<file path="src/rtl/led_pwm_pkg.sv">
// rtl/led_pwm_pkg.sv - shared constants, FSM state type and duty helper for the LED chase
package led_pwm_pkg;

    localparam int LED_NUM_CH   = 26;
    localparam int LED_PWM_BITS = 8;
    localparam int LED_PRE_BITS = 4;

    typedef enum logic [1:0] {
        IDLE,
        RUN_FWD,
        RUN_REV
    } chase_state_t;

    // Full-brightness duty for a counter of the given width.
    function automatic int duty_max(input int bits);
        return (1 << bits) - 1;
    endfunction

endpackage

</file>
<file path="src/rtl/pwm_channel.sv">
// rtl/pwm_channel.sv - one LED channel: duty register with halving decay and registered compare
module pwm_channel
    import led_pwm_pkg::*;
#(
    parameter int PWM_BITS = LED_PWM_BITS
) (
    input  logic                clk,
    input  logic                rst,
    input  logic                clear,
    input  logic                load_max,
    input  logic                decay,
    input  logic [PWM_BITS-1:0] pwm_cnt,
    output logic                pwm
);

    localparam logic [PWM_BITS-1:0] DUTY_FULL = PWM_BITS'(duty_max(PWM_BITS));

    logic [PWM_BITS-1:0] duty;

    // The head load wins over the decay so a step can shift everyone and re-light one channel.
    always_ff @(posedge clk or posedge rst) begin
        if (rst) begin
            duty <= '0;
            pwm  <= 1'b0;
        end else begin
            pwm <= (pwm_cnt < duty);
            if (clear) begin
                duty <= '0;
            end else if (load_max) begin
                duty <= DUTY_FULL;
            end else if (decay) begin
                duty <= duty >> 1;
            end
        end
    end

endmodule

</file>
<file path="src/rtl/led_chase_scheduler.sv">
// rtl/led_chase_scheduler.sv - shared PWM counter, step prescaler and chase FSM driving all LEDs
module led_chase_scheduler
    import led_pwm_pkg::*;
#(
    parameter int NUM_CH   = LED_NUM_CH,
    parameter int PWM_BITS = LED_PWM_BITS,
    parameter int PRE_BITS = LED_PRE_BITS
) (
    input  logic                CLOCK_50,
    input  logic                reset,
    input  logic                enable,
    input  logic                mode,
    input  logic [PRE_BITS-1:0] speed,
    output logic [NUM_CH-1:0]   pwm_out,
    output logic [4:0]          pos,
    output logic                dir,
    output logic                frame_tick
);

    localparam logic [PWM_BITS-1:0] CNT_MAX  = PWM_BITS'(duty_max(PWM_BITS));
    localparam logic [4:0]          LAST_POS = 5'(NUM_CH - 1);

    chase_state_t        state;
    logic [PWM_BITS-1:0] pwm_cnt;
    logic [PRE_BITS-1:0] pre_cnt;
    logic                frame_end;
    logic                running;
    logic                step;
    logic [4:0]          next_pos;
    logic                next_rev;
    logic                clear;
    logic                decay;
    logic [NUM_CH-1:0]   load_max;

    assign frame_end = (pwm_cnt == CNT_MAX);
    assign running   = (state != IDLE);
    assign step      = frame_end && (pre_cnt == speed) && running;

    // Head position after a move; mode=1 in reverse turns around without stalling.
    always_comb begin
        next_pos = pos;
        next_rev = 1'b0;
        if (state == RUN_REV) begin
            if (mode || pos == 5'd0) begin
                next_pos = (pos == LAST_POS) ? 5'd0 : pos + 5'd1;
            end else begin
                next_pos = pos - 5'd1;
                next_rev = 1'b1;
            end
        end else begin
            if (pos != LAST_POS) begin
                next_pos = pos + 5'd1;
            end else if (!mode) begin
                next_pos = pos - 5'd1;
                next_rev = 1'b1;
            end else begin
                next_pos = 5'd0;
            end
        end
    end

    assign clear = !enable;
    assign decay = enable && step;

    always_ff @(posedge CLOCK_50 or posedge reset) begin
        if (reset) begin
            state      <= IDLE;
            pwm_cnt    <= '0;
            pre_cnt    <= '0;
            pos        <= 5'd0;
            dir        <= 1'b0;
            frame_tick <= 1'b0;
        end else begin
            pwm_cnt    <= pwm_cnt + 1'b1;
            frame_tick <= frame_end;
            if (!enable) begin
                state   <= IDLE;
                pos     <= 5'd0;
                dir     <= 1'b0;
                pre_cnt <= '0;
            end else if (state == IDLE) begin
                state <= RUN_FWD;
            end else begin
                if (frame_end) begin
                    pre_cnt <= step ? '0 : pre_cnt + 1'b1;
                end
                if (step) begin
                    pos   <= next_pos;
                    dir   <= next_rev;
                    state <= next_rev ? RUN_REV : RUN_FWD;
                end
            end
        end
    end

    for (genvar i = 0; i < NUM_CH; i++) begin : g_ch
        assign load_max[i] = enable &&
                             ((state == IDLE && i == 0) || (step && next_pos == 5'(i)));

        pwm_channel #(
            .PWM_BITS (PWM_BITS)
        ) u_ch (
            .clk      (CLOCK_50),
            .rst      (reset),
            .clear    (clear),
            .load_max (load_max[i]),
            .decay    (decay),
            .pwm_cnt  (pwm_cnt),
            .pwm      (pwm_out[i])
        );
    end

endmodule

</file>
<file path="config.mk">
export PLATFORM = sky130hd
export DESIGN_NAME = led_chase_scheduler
export DESIGN_NICKNAME = d
export VERILOG_FILES = /design/src/rtl/led_pwm_pkg.sv /design/src/rtl/pwm_channel.sv /design/src/rtl/led_chase_scheduler.sv
export SDC_FILE = /design/constraint.sdc
export NUM_CORES = 1
export LEC_CHECK = 0
export CORE_MARGIN = 1.5
export CORE_UTILIZATION = 50
export DETAILED_ROUTE_END_ITERATION = 6
export GPL_TIMING_DRIVEN = 1
export PLACE_DENSITY = 0.67
export SYNTH_ARGS = -nofsm -noshare
export SYNTH_HDL_FRONTEND = slang
export SYNTH_SLANG_ARGS = --single-unit
</file>
<file path="constraint.sdc">
create_clock -name CLOCK_50 -period 11.57 [get_ports CLOCK_50]
set_input_delay 1.7355 -clock CLOCK_50 [delete_from_list [all_inputs] [get_ports CLOCK_50]]
set_output_delay 1.7355 -clock CLOCK_50 [all_outputs]
set_load 0.01 [all_outputs]
</file>
==> results.ini, run 1 <==
[status]
status=finished, final reports clean

[cells_and_area]
mostFrequentLayoutCells=255 x dfrtp_1, 220 x nand2_1, 187 x inv_1, 187 x ha_1, 174 x a22oi_1
final_nets=1712
layout_commonest_cell=dfrtp_1
drive_gt1_share_pct=4.69
final_area_mm2=0.0161
final_cells=1918
fill_cells=2546
n_antenna_cell=0
layout-area-overhead-vs-synth_pct=10.4
finalCoreUtilization_pct=56.0

[clocking]
cts_htree_levels=1
clk_path_buf_depth=3
cts_setup_buffers=0
clock_latency_ns=0.54
clkSinkCount=255
cts_made_buffers=28
cts_resized=0
cts_hold_buf=0
cts_tree=done
root_buffer=clkbuf_16
path_clk_slew_ns=0.06

[place]
dpl.cell_count=1871
place_area_mm2=0.0151
dp_hpwl_mm=18.8
place_ws_ns=6.57
place.gp.congestion=0.800
io_buffers=40

[sta]
finClkSkew_ns=0.00695
rsz0062_at_grt=false
final-hold-violation-count=0
tightest_slew_ns=1.16
fin_crit_ns=4.47
tns_ns=0
drv_slew=0
setup_viol=0
worst_slack_ns=7.10
timing.hold.ws_ns=0.491
max_freq_mhz=224
max-slew-margin-rel_pct=22.6
min_period_over_period_pct=38.6

[die]
dieHeight_um=174
die_w_um=174
core_area_mm2=0.0287
rows=62
io_pins=41
dieArea_mm2=0.0301
initial_core_util_pct=50.7

[logic_synthesis]
yosys_warnings=0
synth.avg_cell_area_um2=9.57
synth_cell_types=56
synthArstFlopShare_pct=100
yosysSeqAreaShare_pct=43.9
synth.cell_area_mm2=0.0146
synth_edf_count=0
ys.flop_type=dfrtp_1
synth_nets=1715
ys_seq_elements=255
syn_inst=1520

[routing]
route.vias.total=10800
viasPerCell=5.64
drt_first_pass_iters=6
drtIter0Drc=806
avgRoutedWirePerCell_um=16.6
drt-total-wl_mm=31.8
drc=0
ant_nets=0

[global_routing]
grt_usage_pct=21.5
grt_overflow=0
grt_first_pass_wirelength_mm=53.1
grt_start_max_net_pins=210
grt_pass1_vias=10300
antenna_found_initial=0

[pwr]
power-per-cell-area_mw_per_mm2=117
leakage_nw=8.00
power_mw=1.88
ir_drop_mv=0.112

[critical_path]
worstSetupStartpoint=speed[1]
worst-path-max-fanout=107
r2r-start=pwm_cnt[1]
cp-start-kind=input pin
reg2reg_slack_ns=7.61
critPathArrivalTime_ns=4.93
crit_path_end_kind=register
path_class=input pin to register
required_ns=12.03

[run]
drv_cap=0

[hold_path]
min_from=g_ch[5].u_ch.duty[7]
hold_class=register to register

## where the power goes
part           internal (mW)  total (mW)  switching [mW]
Sequential             0.897       0.901         0.00409
Combinational         0.0132      0.0532          0.0400
Clock                  0.567       0.922           0.355
## state kept, by name (all words and copies together) (netlist names)
register and count:
dir 1, frame_tick 1, g_ch.u_ch.duty 208, g_ch.u_ch.pwm 26
pos 5, pre_cnt 4, pwm_cnt 8, state 2
## worst paths after layout
check | endpoint | cells past startpoint
min in group asynchronous | g_ch[2].u_ch.pwm | 2
max in group asynchronous | g_ch[22].u_ch.duty[5] | 4
worst max-delay path | g_ch[7].u_ch.duty[2] | 8
worst min-delay path | g_ch[5].u_ch.duty[7] | 2
worst max register to register | g_ch[7].u_ch.duty[2] | 9
worst min register to register | g_ch[5].u_ch.duty[7] | 2
## cells in the mapped netlist (3+ instances only)
library cell	count	share of area [%]
a21boi_0	26	1.3
a21o_1	5	0.26
a21oi_1	27	0.93
a221o_1	7	0.48
a22oi_1	174	9.0
and2_1	5	0.21
buf_1	5	0.13
buf_2	22	0.76
buf_4	29	1.5
clkbuf_1	30	0.77
dfrtp_1	255	44
ha_1	187	16
inv_1	188	4.8
nand2_1	220	5.7
nand2b_1	15	0.64
nand3_1	21	0.72
nand4_1	10	0.43
nor2_1	86	2.2
nor3_1	28	0.96
o21a_1	27	1.4
o21ai_0	69	2.4
o41ai_1	27	1.6
or3_1	3	0.13
xnor2_1	11	0.66
xor2_1	4	0.24
## critical path, cell delays in order
cell and delay [ns]:
clkdlybuf4s50_1 0.41, xnor2_1 0.23, nand4_1 0.20, nor4_4 0.28, buf_4 0.67, buf_4 1.01, a22oi_1 0.22, nand2_1 0.15
## layer usage
| layer | vias up | track usage [%] | part of all wire [%] |
|---|---|---|---|
| li1 | 5275 | - | - |
| met1 | 5318 | 29.9 | 48 |
| met2 | 173 | 36.1 | 47 |
| met3 | 43 | 2.85 | 4.0 |
| met4 | 0 | 4.38 | 1.4 |
| met5 | - | 0 | 0 |
## layout make-up
class | count | area (µm²) | area share (%)
clock buffer | 38 | 800 | 4.98
clock inverter | 9 | 148 | 0.919
inverter | 188 | 713 | 4.44
multi-input combinational | 989 | 7010 | 43.7
sequential | 255 | 6380 | 39.7
tap | 384 | 480 | 2.99
timing repair buffer | 55 | 526 | 3.27
## cell families after synthesis
kind of cell | Yosys count | share of synthesized area [%]
simple gates | 406 | 12.1
xor+xnor | 15 | 0.903
fa+ha+maj | 187 | 16.1
compound gates | 381 | 18.9
buf+inv | 276 | 8.12
flops | 255 | 43.9
Note: power is estimated with default switching activity, not from simulation.
==> run 2, diff against run 1 <==
==> constraint.sdc (replaced) <==
create_clock -name CLOCK_50 -period 4.45 [get_ports CLOCK_50]
set_input_delay 0.6675 -clock CLOCK_50 [delete_from_list [all_inputs] [get_ports CLOCK_50]]
set_output_delay 0.6675 -clock CLOCK_50 [all_outputs]
set_load 0.01 [all_outputs]
==> run 2 against run 1 <==
  * Register-to-register slack worse by 6.4 ns
  * Total power grew to 2.6 times the previous value
  * Design area rose by 0.73%
  * First-iteration DRC count down 1.2%
  * Sequential share of layout area shrank 0.29 points
  * Critical path depth is 1 higher
  * Via count is 0.31% lower
  * Highest routed layer unchanged
==> results.ini, run 2 (synthesis results as in run 1) <==
[routing]
avgRoutedWirePerCell_um=16.3  ; -1.7%
drt_first_pass_iters=6  ; unchanged
viasPerCell=5.59  ; -0.77%
ant_nets=0  ; unchanged
drt-total-wl_mm=31.4  ; -1.2%
drc=0  ; unchanged
drtIter0Drc=796  ; -1.2%
route.vias.total=10800  ; -0.31%

[die]
dieArea_mm2=0.0301  ; unchanged
die_w_um=174  ; unchanged
io_pins=41  ; unchanged
rows=62  ; unchanged
initial_core_util_pct=50.7  ; unchanged
dieHeight_um=174  ; unchanged
core_area_mm2=0.0287  ; unchanged

[clocking]
clkSinkCount=255  ; unchanged
cts_htree_levels=1  ; unchanged
cts_resized=0  ; unchanged
path_clk_slew_ns=0.06  ; about the same
clk_path_buf_depth=3  ; unchanged
root_buffer=clkbuf_16
cts_hold_buf=0  ; unchanged
cts_made_buffers=29  ; +3.6%
cts_setup_buffers=0  ; unchanged
cts_tree=done
clock_latency_ns=0.54  ; about the same

[sta]
min_period_over_period_pct=73.7
drv_slew=0  ; unchanged
finClkSkew_ns=0.0122  ; +0.00527 ns
max-slew-margin-rel_pct=35.6  ; +13 points
tightest_slew_ns=0.963  ; -0.198 ns
final-hold-violation-count=0  ; unchanged
setup_viol=0  ; unchanged
tns_ns=0  ; unchanged
max_freq_mhz=305
fin_crit_ns=3.28
rsz0062_at_grt=false
worst_slack_ns=1.17  ; -5.93 ns
timing.hold.ws_ns=0.491  ; -0.000596 ns

[pwr]
p_int_mw=3.84  ; +160%
power-per-cell-area_mw_per_mm2=302  ; +160%
combPwrFrac_pct=2.9  ; about the same
leakage_nw=8.06  ; +0.81%
pwr-share-clk_pct=49.1  ; about the same
switchingPower_mw=1.05  ; +160%
ir_drop_mv=0.267  ; +140%
swShare_pct=21.4  ; +0.15 points
power_frac_seq_pct=48.0  ; about the same

[global_routing]
grt_first_pass_wirelength_mm=52.6  ; -0.92%
antenna_found_initial=0  ; unchanged
grt_usage_pct=21.3  ; -0.21 points
grt_overflow=0  ; unchanged
grt_pass1_vias=10600  ; +2.2%
grt_start_max_net_pins=114  ; -46%

[critical_path]
crit_path_end_kind=register
worst-path-max-fanout=11  ; -90%
critPathArrivalTime_ns=3.74  ; -1.19 ns
r2r-start=pos[0]
required_ns=4.91  ; -7.12 ns
cp-start-kind=register
path_class=register to register
worstSetupStartpoint=pos[0]

[cells_and_area]
drive_gt1_share_pct=5.44  ; +0.75 points
fill_cells=2549  ; +0.12%
mostFrequentLayoutCells=255 x dfrtp_1, 220 x nand2_1, 187 x inv_1, 187 x ha_1, 174 x a22oi_1
multi_input_area_mm2=0.00701  ; unchanged
finalCoreUtilization_pct=56.4  ; +0.41 points
final_nets=1717  ; +0.29%
final-seq-area_mm2=0.00638  ; unchanged
n_antenna_cell=0  ; unchanged
reg_top3=g_ch.u_ch.duty: 208 flops, g_ch.u_ch.pwm: 26 flops, pwm_cnt: 8 flops
layout-area-overhead-vs-synth_pct=11.2
final_cells=1927  ; +0.47%
layout_commonest_cell=dfrtp_1
largest-register=g_ch.u_ch.duty
largest_reg_flops=208  ; unchanged

[place]
place.gp.congestion=0.838  ; +4.8%
place_ws_ns=1.11  ; -5.46 ns
dp_hpwl_mm=19.4  ; +3.3%
dpl.cell_count=1875  ; +0.21%
io_buffers=40  ; unchanged

[hold_path]
min_from=pwm_cnt[1]
hold_class=register to register

[run]
drv_cap=0  ; unchanged

[status]
status=finished, final reports clean

run 2: power groups by stage:
stage	Sequential [mW]	Clock, mW	Combinational [mW]
global placement	2.38	0	0.145
CTS	2.34	2.46	0.148
global route	2.34	2.55	0.165
finish	2.34	2.40	0.144
detailed placement	2.38	0	0.147
floorplan	2.38	0	0.0996
run 2: final timing paths:
| check | end | slack [ns] | cells past startpoint |
|---|---|---|---|
| setup / recovery | g_ch[11].u_ch.duty[7] | 1.17 | 9 |
| hold / removal | pwm_cnt[1] | 0.49 | 1 |
| setup reg to reg | g_ch[11].u_ch.duty[7] | 1.17 | 9 |
| hold reg to reg | pwm_cnt[1] | 0.49 | 1 |
| max in group asynchronous | pre_cnt[1] | 3.29 | 3 |
| min in group asynchronous | g_ch[2].u_ch.duty[5] | 0.66 | 3 |
run 2: cell type report:
cell class	instances	area share (%)
Clock buffer	41	5.38
Clock inverter	11	0.650
Inverter	188	4.39
Multi-Input combinational cell	989	43.3
Sequential cell	255	39.4
Tap cell	384	2.97
Timing Repair Buffer	59	3.82
run 2: critical path, stage by stage, from the launching register on:
cell and delay, ns:
dfrtp_1 0.55, inv_1 0.08, ha_1 0.23, nor3b_2 0.17
a211oi_1 0.26, buf_4 0.22, or3_1 0.36, o2111ai_1 0.54
or3_1 0.66, nand2_1 0.12
run 2: routing by layer:
metal / GRT usage (%) / routed length (µm)
met4: 4.56 / 374
met2: 36.3 / 14900
met3: 3.49 / 1290
met1: 28.6 / 14800
met5: 0 / 0
run 2: through the flow:
stage / cell area (µm²) / total power [mW]
3_3_place_gp: 15200 / 2.53
4_1_cts: 16200 / 4.95
3_5_place_dp: 15200 / 2.53
6_report: 16200 / 4.88
5_1_grt: 16200 / 5.06
2_1_floorplan: 14600 / 2.48
==> RTL change 1: new RTL, flow settings as in run 2 <==
Set the package constant `LED_PRE_BITS` to 6 (it was 4).
--- a/src/rtl/led_pwm_pkg.sv
+++ b/src/rtl/led_pwm_pkg.sv
@@ -3,7 +3,7 @@
 
     localparam int LED_NUM_CH   = 26;
     localparam int LED_PWM_BITS = 8;
-    localparam int LED_PRE_BITS = 4;
+    localparam int LED_PRE_BITS = 6;
 
     typedef enum logic [1:0] {
         IDLE,
Interface: changed (resized speed); port bits go from 41 to 43. The function was not compared with the original's and may differ.
==> RTL change 1 against run 2 <==
Clock skew down 0.0031 ns; fmax up 3.1%; cell area up 3.7%; sequential cell count up 2; area after synthesis up 3.7%; worst setup slack better by 0.10 ns; global-route usage up 1.2 points; wire length up 7.8%; core utilization up 0.22 points; total power up 4.2%; hold slack worse by 0.073 ns; critical path depth down 2; first-iteration DRC count up 2.4%; largest cell class unchanged; largest power group unchanged.
==> RTL change 1: results (changes against run 2) <==
| Metric | Value |
|---|---|
| Status | `completed (unchanged)` |
| Area of the multi-input gates | `7450 µm² (was 7010 µm²)` |
| Design area | `16800 µm² (was 16200 µm²)` |
| Sequential cell area share | `38.3% (was 39.4%)` |
| Placed Area | `15700 µm² (was 15200 µm²)` |
| Number of buffers added on ports | `42 (was 40)` |
| Worst-Skew Late Latency | `0.56 ns (was 0.54 ns)` |
| Vias in the first global route | `11300 (was 10600)` |
| Place WS | `0.865 ns (was 1.11 ns)` |
| CP max stage cell | `nor4_4 (was or3_1)` |
| Post-DP HPWL | `20.4 mm (was 19.4 mm)` |
| CP peak stage delay | `0.86 ns (was 0.66 ns)` |
| Inst Count DP | `2011 (was 1875)` |
| Nets@finish | `1850 (was 1717)` |
| Worst Clk Skew | `0.00908 ns (was 0.0122 ns)` |
| Non-clock buffers | `63 (was 59)` |
| Final std cells w/o fill | `2066 (was 1927)` |
| Initial DRC Count | `815 (was 796)` |
| Clk cell area share | `6.38% (was 6.03%)` |
| Average wire per standard cell | `16.4 µm (was 16.3 µm)` |
| Detailed Routing Iterations Pass 1 | `5 (was 6)` |
| Synth top area cells | `dfrtp_1 43%, ha_1 16%, o21ai_0 7.5%, a21oi_1 5.9%, nor2_1 4.8% (was dfrtp_1 44%, ha_1 16%, a22oi_1 9.0%, nand2_1 5.7%, inv_1 4.8%)` |
| Total track usage | `22.5% (was 21.3%)` |
| Clkbuf count | `44 (was 41)` |
| #MultiIn Comb | `1113 (was 989)` |
| HP Class | `input port to asynchronous set/reset pin (was flop to flop)` |
| Delay-heaviest family, CP | `simple AND/OR/NAND/NOR gates (unchanged)` |
| Synth top cells by count | `257 x dfrtp_1, 226 x o21ai_0, 193 x nor2_1, 188 x inv_1, 187 x ha_1 (was 255 x dfrtp_1, 220 x nand2_1, 188 x inv_1, 187 x ha_1, 174 x a22oi_1)` |
| Worst-Margin Slew | `0.999 ns (was 0.963 ns)` |
| CTS max path bufs | `3 (unchanged)` |
| Static Leak | `7.29 nW (was 8.06 nW)` |
| Distinct cells, synth | `54 (was 56)` |
| Num CTS Buffers | `30 (was 29)` |
| Pin count of the biggest net entering global routing | `182 (was 114)` |
| Mean post-synth cell area | `9.09 µm² (was 9.57 µm²)` |
| VDD IR max | `0.229 mV (was 0.267 mV)` |
| Buffer share of cell area | `3.67% (was 3.82%)` |
| Seq/Total Area, Yosys | `42.6% (was 43.9%)` |
| Non-CTS inverters | `188 (unchanged)` |
| FF+latch count | `257 (was 255)` |
| Via count | `11600 (was 10800)` |
| Global-route wire length before repair | `56.7 mm (was 52.6 mm)` |
| Worst path arrival time | `3.64 ns (was 3.74 ns)` |
| Fillers | `2695 (was 2549)` |
| Share of layout cells above drive strength 1 | `5.19% (was 5.44%)` |
| Final Wtd Congestion | `0.782 (was 0.838)` |
==> RTL change 1: cell count changes in the layout (fill, tap and decap cells not counted), sizes merged, moves of 26 or more <==
cell | run 2 | this run
nor2 | 86 | 194
o21ai | 70 | 229
o21bai | 0 | 27
nand2 | 220 | 16
a31oi | 2 | 29
a22oi | 174 | 0
o41ai | 27 | 0
a211oi | 2 | 31
a21o | 5 | 86
o21a | 28 | 2
a21oi | 28 | 179
a21boi | 26 | 0
==> RTL change 1: cell families after synthesis <==
kind of cell	count (synthesis)	share of synthesized area [%]
compound gates	599	23.0
flops	257	42.6
mux	4	0.265
simple gates	304	9.48
buf+inv	290	7.99
xor+xnor	19	1.10
fa+ha+maj	187	15.5
==> RTL change 1: per-layer routing <==
metal	GRT usage (%)	share of wire (%)	up-vias
li1	-	-	5704
met1	30.7	47	5623
met2	38.2	47	205
met3	2.68	4.4	52
met4	5.47	1.9	0
met5	0	0	-
==> RTL change 1: where the power goes <==
group	internal [mW]	total, mW	switching [mW]
combinational	0.0286	0.127	0.0984
clock	1.63	2.61	0.979
sequential	2.34	2.35	0.00434
total	4.01	5.09	1.08
==> RTL change 1: worst paths after layout <==
kind                                 start                    end  slack, ns  depth (start not counted)
worst min register to register  pwm_cnt[1]             pwm_cnt[1]       0.50                          1
worst max-delay path            pwm_cnt[1]  g_ch[13].u_ch.duty[2]       1.27                          7
worst min-delay path                 reset   g_ch[9].u_ch.duty[0]       0.42                          2
worst max register to register  pwm_cnt[1]  g_ch[13].u_ch.duty[2]       1.27                          7
max in group asynchronous            reset  g_ch[18].u_ch.duty[4]       2.77                          3
min in group CLOCK_50           pwm_cnt[1]             pwm_cnt[1]       0.50                          1
==> RTL change 2: new RTL, settings of run 2 <==
Without the edit above. The 3 states of `chase_state_t` get a one-hot encoding in 3 bits.
--- a/src/rtl/led_pwm_pkg.sv
+++ b/src/rtl/led_pwm_pkg.sv
@@ -5,10 +5,10 @@
     localparam int LED_PWM_BITS = 8;
     localparam int LED_PRE_BITS = 4;
 
-    typedef enum logic [1:0] {
-        IDLE,
-        RUN_FWD,
-        RUN_REV
+    typedef enum logic [2:0] {
+        IDLE    = 3'b001,
+        RUN_FWD = 3'b010,
+        RUN_REV = 3'b100
     } chase_state_t;
 
     // Full-brightness duty for a counter of the given width.
Formal check against the unedited RTL: same outputs for any inputs over 10 cycles, from zero or initial values and one cycle with reset high; not proved beyond that.
==> RTL change 2 against run 2 <==
Non-clock buffer count shrank 4; sequential cell count rose by 1; cell area is 0.67% lower; core utilization down 0.071 points; wire length fell by 1.1%; area after synthesis decreased by 0.80%; worst setup slack better by 0.22 ns; hold slack got worse by 0.0022 ns; fmax up 7.1%; total power up 1.6%; highest routed layer unchanged.
==> RTL change 2: results (changes against run 2) <==
| Metric | Value |
|---|---|
| Status | `completed (unchanged)` |
| Inst Count DP | `1867 (was 1875)` |
| R2R Path End | `g_ch[12].u_ch.duty[4] (was g_ch[11].u_ch.duty[7])` |
| CP Launch Type | `input port (was flop)` |
| H-tree Lvls | `1 (unchanged)` |
| Hold path depth | `2 (was 1)` |
| Synth top area cells | `dfrtp_1 44%, ha_1 16%, a22oi_1 9.0%, nand2_1 6.8%, inv_1 4.9% (was dfrtp_1 44%, ha_1 16%, a22oi_1 9.0%, nand2_1 5.7%, inv_1 4.8%)` |
| Detailed Routing Iterations Pass 1 | `5 (was 6)` |
| Synth top cells by count | `261 x nand2_1, 255 x dfrtp_1, 187 x ha_1, 187 x inv_1, 174 x a22oi_1 (was 255 x dfrtp_1, 220 x nand2_1, 188 x inv_1, 187 x ha_1, 174 x a22oi_1)` |
| R2R depth | `8 (was 9)` |
| Share of layout cells above drive strength 1 | `6.18% (was 5.44%)` |
| Initial DRC Count | `681 (was 796)` |
| Worst path arrival time | `3.53 ns (was 3.74 ns)` |
| Distinct cells, synth | `58 (was 56)` |
| Nets@finish | `1709 (was 1717)` |
| Final Wtd Congestion | `0.791 (was 0.838)` |
| Worst Clk Skew | `0.0117 ns (was 0.0122 ns)` |
| Static Leak | `8.14 nW (was 8.06 nW)` |
| VDD IR max | `0.187 mV (was 0.267 mV)` |
| Post-DP HPWL | `18.2 mm (was 19.4 mm)` |
| Vias/cell | `5.55 (was 5.59)` |
| Worst-Margin Slew | `1.02 ns (was 0.963 ns)` |
| Max cap viols | `0 (unchanged)` |
| Worst-path maximum fanout | `9 (was 11)` |
| Clk pin slew, worst setup/hold paths | `0.06 ns (about the same)` |
| Global-route wire length before repair | `52.6 mm (about the same)` |
| Async set-reset flop share out of synthesis | `100% (unchanged)` |
| Vias in the first global route | `10500 (was 10600)` |
| CP Launch Point | `speed[3] (was pos[0])` |
| Number of buffers added on ports | `40 (unchanged)` |
| Hold wc startpoint | `dir (was pwm_cnt[1])` |
| Reg-to-Reg Start | `pwm_cnt[0] (was pos[0])` |
| Mapped Nets | `1701 (was 1715)` |
| Worst hold endpoint | `dir (was pwm_cnt[1])` |
| Hold_ws | `0.488 ns (was 0.491 ns)` |
| Clk root buf | `clkbuf_16 (unchanged)` |
| R2r setup slk | `1.42 ns (was 1.17 ns)` |
| Average wire per standard cell | `16.2 µm (was 16.3 µm)` |
| Via count | `10700 (was 10800)` |
| Pin count of the biggest net entering global routing | `213 (was 114)` |
| Cells after Synth | `1506 (was 1520)` |
| Worst-Skew Late Latency | `0.54 ns (about the same)` |
| Ys flop type | `dfrtp_1 (unchanged)` |
| Seq/Total Area, Yosys | `44.4% (was 43.9%)` |
| Total track usage | `21.2% (was 21.3%)` |
| Sw Share | `21.3% (was 21.4%)` |
==> RTL change 2: cell types whose count changed after synthesis, sizes merged, moves of 5 or more <==
cell,run 2,this run
buf,57,31
o21ai,70,60
nor3,28,33
nand4,10,2
nand2b,15,0
clkbuf,31,47
nand3,21,13
nand2,220,261
==> RTL change 2: worst max path at each step <==
stage | cells past startpoint | endpoint | slack [ns]
2_1_floorplan | 1 | dir | 0.41
3_3_place_gp | 8 | g_ch[10].u_ch.duty[7] | 0.94
3_5_place_dp | 8 | g_ch[10].u_ch.duty[2] | 0.86
4_1_cts | 8 | g_ch[12].u_ch.duty[4] | 1.38
5_1_grt | 8 | g_ch[12].u_ch.duty[3] | 1.14
6_report | 8 | g_ch[12].u_ch.duty[4] | 1.39
==> RTL change 2: critical path, cell delays in order <==
cell             delay [ns]
clkdlybuf4s50_1        0.47
xor2_1                 0.17
nor4_1                 0.60
nand3_1                0.48
nor3_2                 0.50
buf_4                  0.26
nand2_1                0.21
nand2_1                0.15
==> RTL change 2: final cells by class <==
type | instances | area [µm²]
Multi-Input combinational cell | 985 | 6920
Fill cell | 2548 | 12500
Clock buffer | 43 | 868
Timing Repair Buffer | 55 | 563
Clock inverter | 10 | 125
Inverter | 187 | 706
Tap cell | 384 | 480
Sequential cell | 256 | 6410
==> RTL change 2: logic make-up (layout without fill, tap and decap cells) <==
family	after synthesis	count (layout)	share of synthesized area [%]
simple gates	418	418	12.4
compound gates	364	364	18.2
buf+inv	265	295	7.78
flops	256	256	44.4
fa+ha+maj	187	187	16.2
xor+xnor	15	15	0.910
mux	1	1	0.104
==> RTL change 2: power by group through the flow <==
stage | sequential [mW] | clock [mW] | combinational [mW]
global placement | 2.40 | 0 | 0.151
finish | 2.36 | 2.45 | 0.149
global route | 2.36 | 2.60 | 0.171
floorplan | 2.40 | 0 | 0.110
detailed placement | 2.40 | 0 | 0.154
CTS | 2.36 | 2.52 | 0.154
==> RTL change 2: routing by layer <==
| metal | up-vias | GRT usage [%] | part of all wire [%] |
|---|---|---|---|
| met4 | 0 | 4.24 | 1.8 |
| li1 | 5224 | - | - |
| met5 | - | 0 | 0 |
| met1 | 5219 | 28.6 | 47 |
| met2 | 174 | 36.9 | 47 |
| met3 | 38 | 2.59 | 3.7 |
==> RTL change 2: per-stage QoR <==
stage,setup slack (ns),power [mW],cell area (µm²)
final,1.39,4.96,16100
after global routing,1.14,5.13,16100
after CTS,1.38,5.03,16100
after detailed placement,0.856,2.55,15100
after global placement,0.935,2.55,15100
after floorplan,0.412,2.51,14400
